--- src/rtl/macguffin_pkg.sv ---
// macguffin_pkg
//   Shared constants and default S-box contents for the MacGuffin S-box bank.
//   Each MacGuffin table is the matching DES S-box reduced to its two outer
//   output bits (bit 3 -> result bit 1, bit 0 -> result bit 0). The 6-bit
//   index uses the DES convention: row = {in[5], in[0]}, column = in[4:1].
//   The defaults are built once at elaboration time from the DES tables
//   below, so the 2-bit tables never have to be maintained by hand.
//   Used by macguffin_sbox_bank (plain and MACGUFFIN_SBOX_LOAD_EN builds).
package macguffin_pkg;

  localparam int SBOX_IN_W    = 6;
  localparam int SBOX_OUT_W   = 2;
  localparam int SBOX_NUM_MAX = 8;
  localparam int SBOX_DEPTH   = 64;

  // One table: entry i holds the 2-bit result for input value i.
  typedef logic [SBOX_DEPTH-1:0][SBOX_OUT_W-1:0] sbox_table_t;

  // DES S1..S8, row-major (row*16 + column).
  localparam logic [3:0] DES_SBOX [SBOX_NUM_MAX][SBOX_DEPTH] = '{
    '{14, 4,13, 1, 2,15,11, 8, 3,10, 6,12, 5, 9, 0, 7,
       0,15, 7, 4,14, 2,13, 1,10, 6,12,11, 9, 5, 3, 8,
       4, 1,14, 8,13, 6, 2,11,15,12, 9, 7, 3,10, 5, 0,
      15,12, 8, 2, 4, 9, 1, 7, 5,11, 3,14,10, 0, 6,13},
    '{15, 1, 8,14, 6,11, 3, 4, 9, 7, 2,13,12, 0, 5,10,
       3,13, 4, 7,15, 2, 8,14,12, 0, 1,10, 6, 9,11, 5,
       0,14, 7,11,10, 4,13, 1, 5, 8,12, 6, 9, 3, 2,15,
      13, 8,10, 1, 3,15, 4, 2,11, 6, 7,12, 0, 5,14, 9},
    '{10, 0, 9,14, 6, 3,15, 5, 1,13,12, 7,11, 4, 2, 8,
      13, 7, 0, 9, 3, 4, 6,10, 2, 8, 5,14,12,11,15, 1,
      13, 6, 4, 9, 8,15, 3, 0,11, 1, 2,12, 5,10,14, 7,
       1,10,13, 0, 6, 9, 8, 7, 4,15,14, 3,11, 5, 2,12},
    '{ 7,13,14, 3, 0, 6, 9,10, 1, 2, 8, 5,11,12, 4,15,
      13, 8,11, 5, 6,15, 0, 3, 4, 7, 2,12, 1,10,14, 9,
      10, 6, 9, 0,12,11, 7,13,15, 1, 3,14, 5, 2, 8, 4,
       3,15, 0, 6,10, 1,13, 8, 9, 4, 5,11,12, 7, 2,14},
    '{ 2,12, 4, 1, 7,10,11, 6, 8, 5, 3,15,13, 0,14, 9,
      14,11, 2,12, 4, 7,13, 1, 5, 0,15,10, 3, 9, 8, 6,
       4, 2, 1,11,10,13, 7, 8,15, 9,12, 5, 6, 3, 0,14,
      11, 8,12, 7, 1,14, 2,13, 6,15, 0, 9,10, 4, 5, 3},
    '{12, 1,10,15, 9, 2, 6, 8, 0,13, 3, 4,14, 7, 5,11,
      10,15, 4, 2, 7,12, 9, 5, 6, 1,13,14, 0,11, 3, 8,
       9,14,15, 5, 2, 8,12, 3, 7, 0, 4,10, 1,13,11, 6,
       4, 3, 2,12, 9, 5,15,10,11,14, 1, 7, 6, 0, 8,13},
    '{ 4,11, 2,14,15, 0, 8,13, 3,12, 9, 7, 5,10, 6, 1,
      13, 0,11, 7, 4, 9, 1,10,14, 3, 5,12, 2,15, 8, 6,
       1, 4,11,13,12, 3, 7,14,10,15, 6, 8, 0, 5, 9, 2,
       6,11,13, 8, 1, 4,10, 7, 9, 5, 0,15,14, 2, 3,12},
    '{13, 2, 8, 4, 6,15,11, 1,10, 9, 3,14, 5, 0,12, 7,
       1,15,13, 8,10, 3, 7, 4,12, 5, 6,11, 0,14, 9, 2,
       7,11, 4, 1, 9,12,14, 2, 0, 6,10,13,15, 3, 5, 8,
       2, 1,14, 7, 4,10, 8,13,15,12, 9, 0, 3, 5, 6,11}
  };

  // Builds MacGuffin table k from DES S-box k.
  function automatic sbox_table_t sbox_default(input int k);
    sbox_table_t t;
    logic [3:0]  d;
    int          row;
    int          col;
    t = '0;
    for (int i = 0; i < SBOX_DEPTH; i++) begin
      row  = ((i >> 4) & 2) | (i & 1);
      col  = (i >> 1) & 15;
      d    = DES_SBOX[k][row*16 + col];
      t[i] = {d[3], d[0]};
    end
    return t;
  endfunction

  localparam sbox_table_t SBOX_DEFAULT [SBOX_NUM_MAX] = '{
    sbox_default(0), sbox_default(1), sbox_default(2), sbox_default(3),
    sbox_default(4), sbox_default(5), sbox_default(6), sbox_default(7)
  };

endpackage

--- src/rtl/macguffin_pipe_stage.sv ---
// macguffin_pipe_stage
//   One valid/ready register slice. The slice accepts a new word whenever it
//   is empty or its current word leaves in the same cycle, giving full
//   throughput with no bubbles. Only the valid flag is reset.
//   Ports:
//     i_clk, i_rst_n         clock, synchronous active-low reset
//     i_valid/o_ready/i_data upstream handshake and data
//     o_valid/i_ready/o_data downstream handshake and data
module macguffin_pipe_stage #(
  parameter int DATA_W = 8
) (
  input  logic              i_clk,
  input  logic              i_rst_n,
  input  logic              i_valid,
  output logic              o_ready,
  input  logic [DATA_W-1:0] i_data,
  output logic              o_valid,
  input  logic              i_ready,
  output logic [DATA_W-1:0] o_data
);

  logic              r_valid;
  logic [DATA_W-1:0] r_data;
  logic              w_load;

  assign o_ready = !r_valid || i_ready;
  assign w_load  = i_valid && o_ready;

  always_ff @(posedge i_clk) begin
    if (!i_rst_n) begin
      r_valid <= 1'b0;
    end else if (o_ready) begin
      r_valid <= i_valid;
    end
  end

  always_ff @(posedge i_clk) begin
    if (w_load) begin
      r_data <= i_data;
    end
  end

  assign o_valid = r_valid;
  assign o_data  = r_data;

endmodule

--- src/rtl/macguffin_sbox_bank.sv ---
// macguffin_sbox_bank
//   NUM_SBOX parallel MacGuffin S-box lanes (6-bit in, 2-bit out) behind a
//   valid/ready pipeline of PIPE_STAGES (1 or 2) register slices.
//     PIPE_STAGES=1: in_data -> lookup -> output slice
//     PIPE_STAGES=2: in_data -> input slice -> lookup -> output slice
//   Optional feature macro MACGUFFIN_SBOX_LOAD_EN: tables become writable
//   registers (reloaded with macguffin_pkg::SBOX_DEFAULT on reset) and the
//   cfg_* write port is added. Without it the tables are constants.
//   Ports:
//     clk, rst_n                 clock, synchronous active-low reset
//     in_valid/in_ready/in_data  input stream, lane k at in_data[6k+5:6k]
//     out_valid/out_ready/out_data output stream, lane k at out_data[2k+1:2k]
//     cfg_we/cfg_sel/cfg_addr/cfg_data  table write (LOAD_EN build only)
module macguffin_sbox_bank
  import macguffin_pkg::*;
#(
  parameter int NUM_SBOX    = 8,
  parameter int PIPE_STAGES = 1
) (
  input  logic                       clk,
  input  logic                       rst_n,
  input  logic                       in_valid,
  output logic                       in_ready,
  input  logic [SBOX_IN_W*NUM_SBOX-1:0]  in_data,
  output logic                       out_valid,
  input  logic                       out_ready,
  output logic [SBOX_OUT_W*NUM_SBOX-1:0] out_data
`ifdef MACGUFFIN_SBOX_LOAD_EN
  ,
  input  logic                       cfg_we,
  input  logic [2:0]                 cfg_sel,
  input  logic [5:0]                 cfg_addr,
  input  logic [1:0]                 cfg_data
`endif
);

  localparam int IN_W  = SBOX_IN_W * NUM_SBOX;
  localparam int OUT_W = SBOX_OUT_W * NUM_SBOX;

  sbox_table_t        w_table [NUM_SBOX];
  logic               w_cfg_block;
  logic               w_s0_valid_in;
  logic               w_s0_ready;
  logic [IN_W-1:0]    w_lut_in;
  logic [OUT_W-1:0]   w_lut_out;

`ifdef MACGUFFIN_SBOX_LOAD_EN
  sbox_table_t r_table [NUM_SBOX];

  // Writes to a lane that does not exist simply match no k and are dropped.
  always_ff @(posedge clk) begin
    for (int k = 0; k < NUM_SBOX; k++) begin
      if (!rst_n) begin
        r_table[k] <= SBOX_DEFAULT[k];
      end else if (cfg_we && (cfg_sel == 3'(k))) begin
        r_table[k][cfg_addr] <= cfg_data;
      end
    end
  end

  always_comb begin
    for (int k = 0; k < NUM_SBOX; k++) begin
      w_table[k] = r_table[k];
    end
  end

  // Input is stalled for the whole write cycle.
  assign w_cfg_block = cfg_we;
`else
  always_comb begin
    for (int k = 0; k < NUM_SBOX; k++) begin
      w_table[k] = SBOX_DEFAULT[k];
    end
  end

  assign w_cfg_block = 1'b0;
`endif

  always_comb begin
    w_lut_out = '0;
    for (int k = 0; k < NUM_SBOX; k++) begin
      w_lut_out[SBOX_OUT_W*k +: SBOX_OUT_W] = w_table[k][w_lut_in[SBOX_IN_W*k +: SBOX_IN_W]];
    end
  end

  assign w_s0_valid_in = in_valid && !w_cfg_block;
  assign in_ready      = w_s0_ready && !w_cfg_block;

  generate
    if (PIPE_STAGES == 2) begin : g_two_stage
      logic            w_s0_valid;
      logic            w_s1_ready;
      logic [IN_W-1:0] w_s0_data;

      // Stage 0: register raw input
      macguffin_pipe_stage #(.DATA_W(IN_W)) u_in_stage (
        .i_clk   (clk),
        .i_rst_n (rst_n),
        .i_valid (w_s0_valid_in),
        .o_ready (w_s0_ready),
        .i_data  (in_data),
        .o_valid (w_s0_valid),
        .i_ready (w_s1_ready),
        .o_data  (w_s0_data)
      );

      assign w_lut_in = w_s0_data;

      // Stage 1: register lookup result
      macguffin_pipe_stage #(.DATA_W(OUT_W)) u_out_stage (
        .i_clk   (clk),
        .i_rst_n (rst_n),
        .i_valid (w_s0_valid),
        .o_ready (w_s1_ready),
        .i_data  (w_lut_out),
        .o_valid (out_valid),
        .i_ready (out_ready),
        .o_data  (out_data)
      );
    end else begin : g_one_stage
      assign w_lut_in = in_data;

      // Stage 0: lookup straight from in_data into the output register
      macguffin_pipe_stage #(.DATA_W(OUT_W)) u_out_stage (
        .i_clk   (clk),
        .i_rst_n (rst_n),
        .i_valid (w_s0_valid_in),
        .o_ready (w_s0_ready),
        .i_data  (w_lut_out),
        .o_valid (out_valid),
        .i_ready (out_ready),
        .o_data  (out_data)
      );
    end
  endgenerate

endmodule

--- config.mk ---
export PLATFORM = sky130hd
export DESIGN_NAME = macguffin_sbox_bank
export DESIGN_NICKNAME = d
export VERILOG_FILES = /design/src/rtl/macguffin_pkg.sv /design/src/rtl/macguffin_pipe_stage.sv /design/src/rtl/macguffin_sbox_bank.sv
export SDC_FILE = /design/constraint.sdc
export NUM_CORES = 1
export LEC_CHECK = 0
export BUFFER_PORTS_ARGS = -buffer_cell sky130_fd_sc_hd__buf_2
export CORE_ASPECT_RATIO = 0.5
export CORE_MARGIN = 5
export CORE_UTILIZATION = 40
export DETAILED_ROUTE_END_ITERATION = 16
export GPL_TIMING_DRIVEN = 0
export SLEW_MARGIN = 15
export SYNTH_ARGS = -nofsm -noshare
export SYNTH_HDL_FRONTEND = slang
export SYNTH_SLANG_ARGS = --single-unit
export TNS_END_PERCENT = 50
--- constraint.sdc ---
create_clock -name clk -period 2.9 [get_ports clk]
set_input_delay 0 -clock clk [delete_from_list [all_inputs] [get_ports clk]]
set_output_delay 0 -clock clk [all_outputs]
set_load 0.01 [all_outputs]
# == Yosys cells after proc, flatten, opt, wreduce, memory -nomap -nowiden ==
# Memory sizes are Yosys's and may differ from the RTL's. A register that Yosys moved wholly into a read port is not among the register bits.
# Index checks and enable logic that the tools add are counted.
# totals
regBits,1
rom_bits,1024
output_inout_bits,18
memories,8
# mem_list
memory,words,word_bits,read_ports,rd_clocked_by_memory_dff,wr,line_no,source
(name not given),64,2,1,1,0,macguffin_sbox_bank.sv:82,w_lut_out[SBOX_OUT_W*k +: SBOX_OUT_W] = w_table[k][w_lut_in[SBOX_IN_W*k +: SBOX_IN_W]];
(name not given),64,2,1,1,0,macguffin_sbox_bank.sv:82,
(name not given),64,2,1,1,0,macguffin_sbox_bank.sv:82,
(name not given),64,2,1,1,0,macguffin_sbox_bank.sv:82,
(name not given),64,2,1,1,0,macguffin_sbox_bank.sv:82,
(name not given),64,2,1,1,0,macguffin_sbox_bank.sv:82,
+2 memories,--,--,--,--,--,--,
# classes
n_reduce_logical,3
# ops
cell,n
1-bit logical AND,1
1-bit zero test,1
1-bit logical OR,1

# == Logic depth before layout (Yosys ltp) ==
# depth
word_depth,3
ltp_mapped,7
ltp_nobuf,6

# == Hierarchy ==
# From an unflattened synthesis, not the netlist that was laid out.
# unflattened
hier_cells,403
hier_area_um2,3344.5
# by_module_without_submodules
mod,n_inst,cells_per_inst,area_per_inst_um2,seq_area_each_um2
macguffin_sbox_bank,1,382,2806.4,0.0
macguffin_pipe_stage,1,21,538.0,500.5

# == Least setup slack after synthesis ==
# Ideal clock, no wire load.
# synth_timing
kind,input port to flip-flop
startpoint,in in_data[7]
endpoint,reg g_one_stage.u_out_stage.r_data[2] (netlist: g_one_stage.u_out_stage.o_data[2]) (data pin)
setup_ns,0.272
arrival_ns,1.365
t_required_ns,2.628
slack_ns,1.263
cell_stages,6
cell_sequence,inv_1 > ha_1 > buf_2 > o32a_1 > o21a_1 > mux4_2
# synth_lines
item,line_no,source
from (decl),macguffin_sbox_bank.sv:24,"input logic [SBOX_IN_W*NUM_SBOX-1:0] in_data,"
to (decl),macguffin_pipe_stage.sv:23,logic [DATA_W-1:0] r_data;

==> metrics <==
layout cell share with drive strength beyond 1=0.260; Initial Util=0.415; period utilization=0.587; Post-Syn Area=approximately 0.0034 mm²; Synth Warn #=0; TritonCTS Sinks=17; Post-Synthesis Cells=372; routability cong.=about 0.83; combinational cell fraction of total power=0.460; Critical Path AT=around 1.7 ns; Flop pwr share=0.282; Final ANT Viol Nets=0; post-synth top area share=0.194; Die Area=between 0.01 and 0.015 mm²; Pwr Density=285 mW/mm²; Final Slew Violations=0; clk slew on worst S/H paths=0.05 ns; Area growth syn-to-layout=15.2%; Area after DPL=0.00378 mm²; main flop type after synthesis=edfxtp_1; fin util=0.477; dpl hpwl=5780 µm; Synth top cells by count=52 x ha_1, 29 x nor2_1, 28 x inv_1, 28 x o21ai_0, 25 x a21oi_1; Vias=2873; Hold Startpoint=rst_n; RSZ-0062 raised after global routing=false; sw frac=0.329; final hold violation count=0; CTS Buffer Depth=2; worst slew pin tran=0.847 ns; switching pwr=0.000362 W; vias in the first global route=2681; async set-reset flop share out of synthesis=0; Fmax=588 MHz; min cycle time layout=1.70 ns; Post-Route Setup TNS=0 ns; setup bufs post-CTS=0; gr ovfl total=0; sequential element share of the synthesized area=0.149; CP max-delay cell=o221a_2; final setup vio count=0; Worst VDD drop=~0.18 mV; max incr delay on CP=0.30 ns; top post-synthesis cells by area=ha_1 19%, edfxtp_1 14%, mux4_2 14%, mux2i_1 6.3%, o21ai_0 4.2%; Residual DRC=0; Synthesized Nets=476; area of the core=0.00809 mm²; CTS tree=done; Die X=139 µm; hold buffers post-CTS=0; CTS buffer count=3; num rows=23; Avg Cell Area, Syn=9.01 µm²; Unique masters post-synth=52; final wirelength=around 7200 µm; number of synthesized flops with an enable pin=16; initial detailed-routing violation count=143; Total GRT Usage=0.135; status=completed; Root Driver=clkbuf_16; critical path required time=2.94 ns; Max-slew headroom=0.436; CP delay by family, top=compound AO/OA/AOI/OAI gates; IO Pins=70; clk_lat worst skew=between 0.2 and 0.3 ns; Synth Register Bits=17; cells along the critical path=buf_2 > inv_1 > ha_1 > buf_2 > mux2i_1 > a221oi_1 > o221a_2 > a311oi_1; Routed wire per std cell=13.2 µm; first-pass iteration count of the detailed router=4; post-synth top area cell=ha_1; max_cap viols=0; n_diodes=0; cell-internal power=roughly 0.00074 W; Worst Hold Class=in -> reg; Worst Skew=~0.004 ns; kind of critical path=in -> reg; number of port buffers=58; H-Tree Depth=1; initial antenna violation count=0; crit-path most repeated cell=buf_2; post-CTS sizing=0; Worst setup SP type=input pin; largest net degree at the start of global routing=17; start point of the critical path=in_data[7]; Layout Nets=around 540; Clk pwr share=0.258; via/cell ratio=5.26; Worst Setup End Kind=flop; die height=74.7 µm; cell with the most instances after synthesis=ha_1; Reg2Reg Launch Point=g_one_stage.u_out_stage.o_valid; crit path max fanout=10; global-route wire length before repair=12100 µm; Fill cells=788; post-route cell area=0.00386 mm²; Lkg Pwr=1.74 nW; WP buf/inv=3
logic make-up (layout without fill, tap and decap cells):
group,Yosys count,after routing,synth area share
AO/OA/AOI/OAI,101,101,0.194
AND/OR/NAND/NOR,86,86,0.129
buffers and inverters,56,118,0.0728
adder cells (fa/ha/maj),52,52,0.194
multiplexers,49,49,0.227
flip-flops,17,17,0.149
XOR/XNOR,11,11,0.0332
per-layer routing:
metal,GRT usage,up-vias,part of all wire
met2,0.251,55,0.46
met3,0.0197,4,0.045
met5,0,-,0
met1,0.177,1325,0.49
met4,0.0130,0,0.0043
li1,-,1489,-
metrics by stage:
stage | cells | power, W | worst slack, ns | hold WS [ns]
floorplan | 372 | 0.000674 | 1.26 | 0.139
global placement | 542 | 0.000818 | 0.978 | 0.266
detailed placement | 542 | 0.000821 | 0.974 | 0.267
CTS | 546 | 0.00111 | 1.23 | 0.00555
global route | 546 | 0.00118 | 1.09 | 0.0199
finish | 546 | 0.00110 | 1.20 | 0.00394
power by group through the flow:
stage / clock network (W) / logic, W / registers, W
2_1_floorplan: 0 / 0.000345 / 0.000329
3_3_place_gp: 0 / 0.000502 / 0.000315
3_5_place_dp: 0 / 0.000506 / 0.000316
4_1_cts: 0.000295 / 0.000507 / 0.000311
5_1_grt: 0.000306 / 0.000566 / 0.000312
6_report: 0.000283 / 0.000505 / 0.000310
state kept, by name, summed over array words and instances (netlist names):
signal and count:
g_one_stage.u_out_stage.o_data 16, g_one_stage.u_out_stage.o_valid 1
placed cells by master, fill, tap and decap left out, types with 6 or more instances in the layout:
master    count
nand2b_1     13
a21oi_1      25
o21ai_0      28
o211ai_1      7
nor2b_1      13
mux4_2       21
buf_2        75
xor2_1        6
clkbuf_1      7
inv_1        28
nor2_1       29
mux2_2        7
edfxtp_1     16
mux2i_1      21
nand2_1      15
a211oi_1      6
ha_1         52
worst paths after layout:
path	end	slack, ns	depth (start not counted)
hold reg to reg	g_one_stage.u_out_stage.o_valid	0.53	2
hold / removal	g_one_stage.u_out_stage.o_valid	0.004	2
setup / recovery	g_one_stage.u_out_stage.o_data[3]	1.20	8
setup reg to reg	g_one_stage.u_out_stage.o_data[1]	1.43	2
worst reg2reg max path: stages (launching register included):
cell      delay, ns
dfxtp_1        0.30
nand2b_1       0.09
and2_1         0.69
area by class of cell:
cell class / instances / area (µm²) / share of cell area
Multi-Input combinational cell: 299 / 2610 / 0.675
Inverter: 29 / 109 / 0.0282
Timing Repair Buffer: 58 / 290 / 0.0752
Sequential cell: 17 / 500 / 0.130
Tap cell: 112 / 140 / 0.0363
Buffer: 27 / 135 / 0.0350
Clock buffer: 4 / 78.8 / 0.0204
Note: power is estimated with default switching activity, not from simulation.
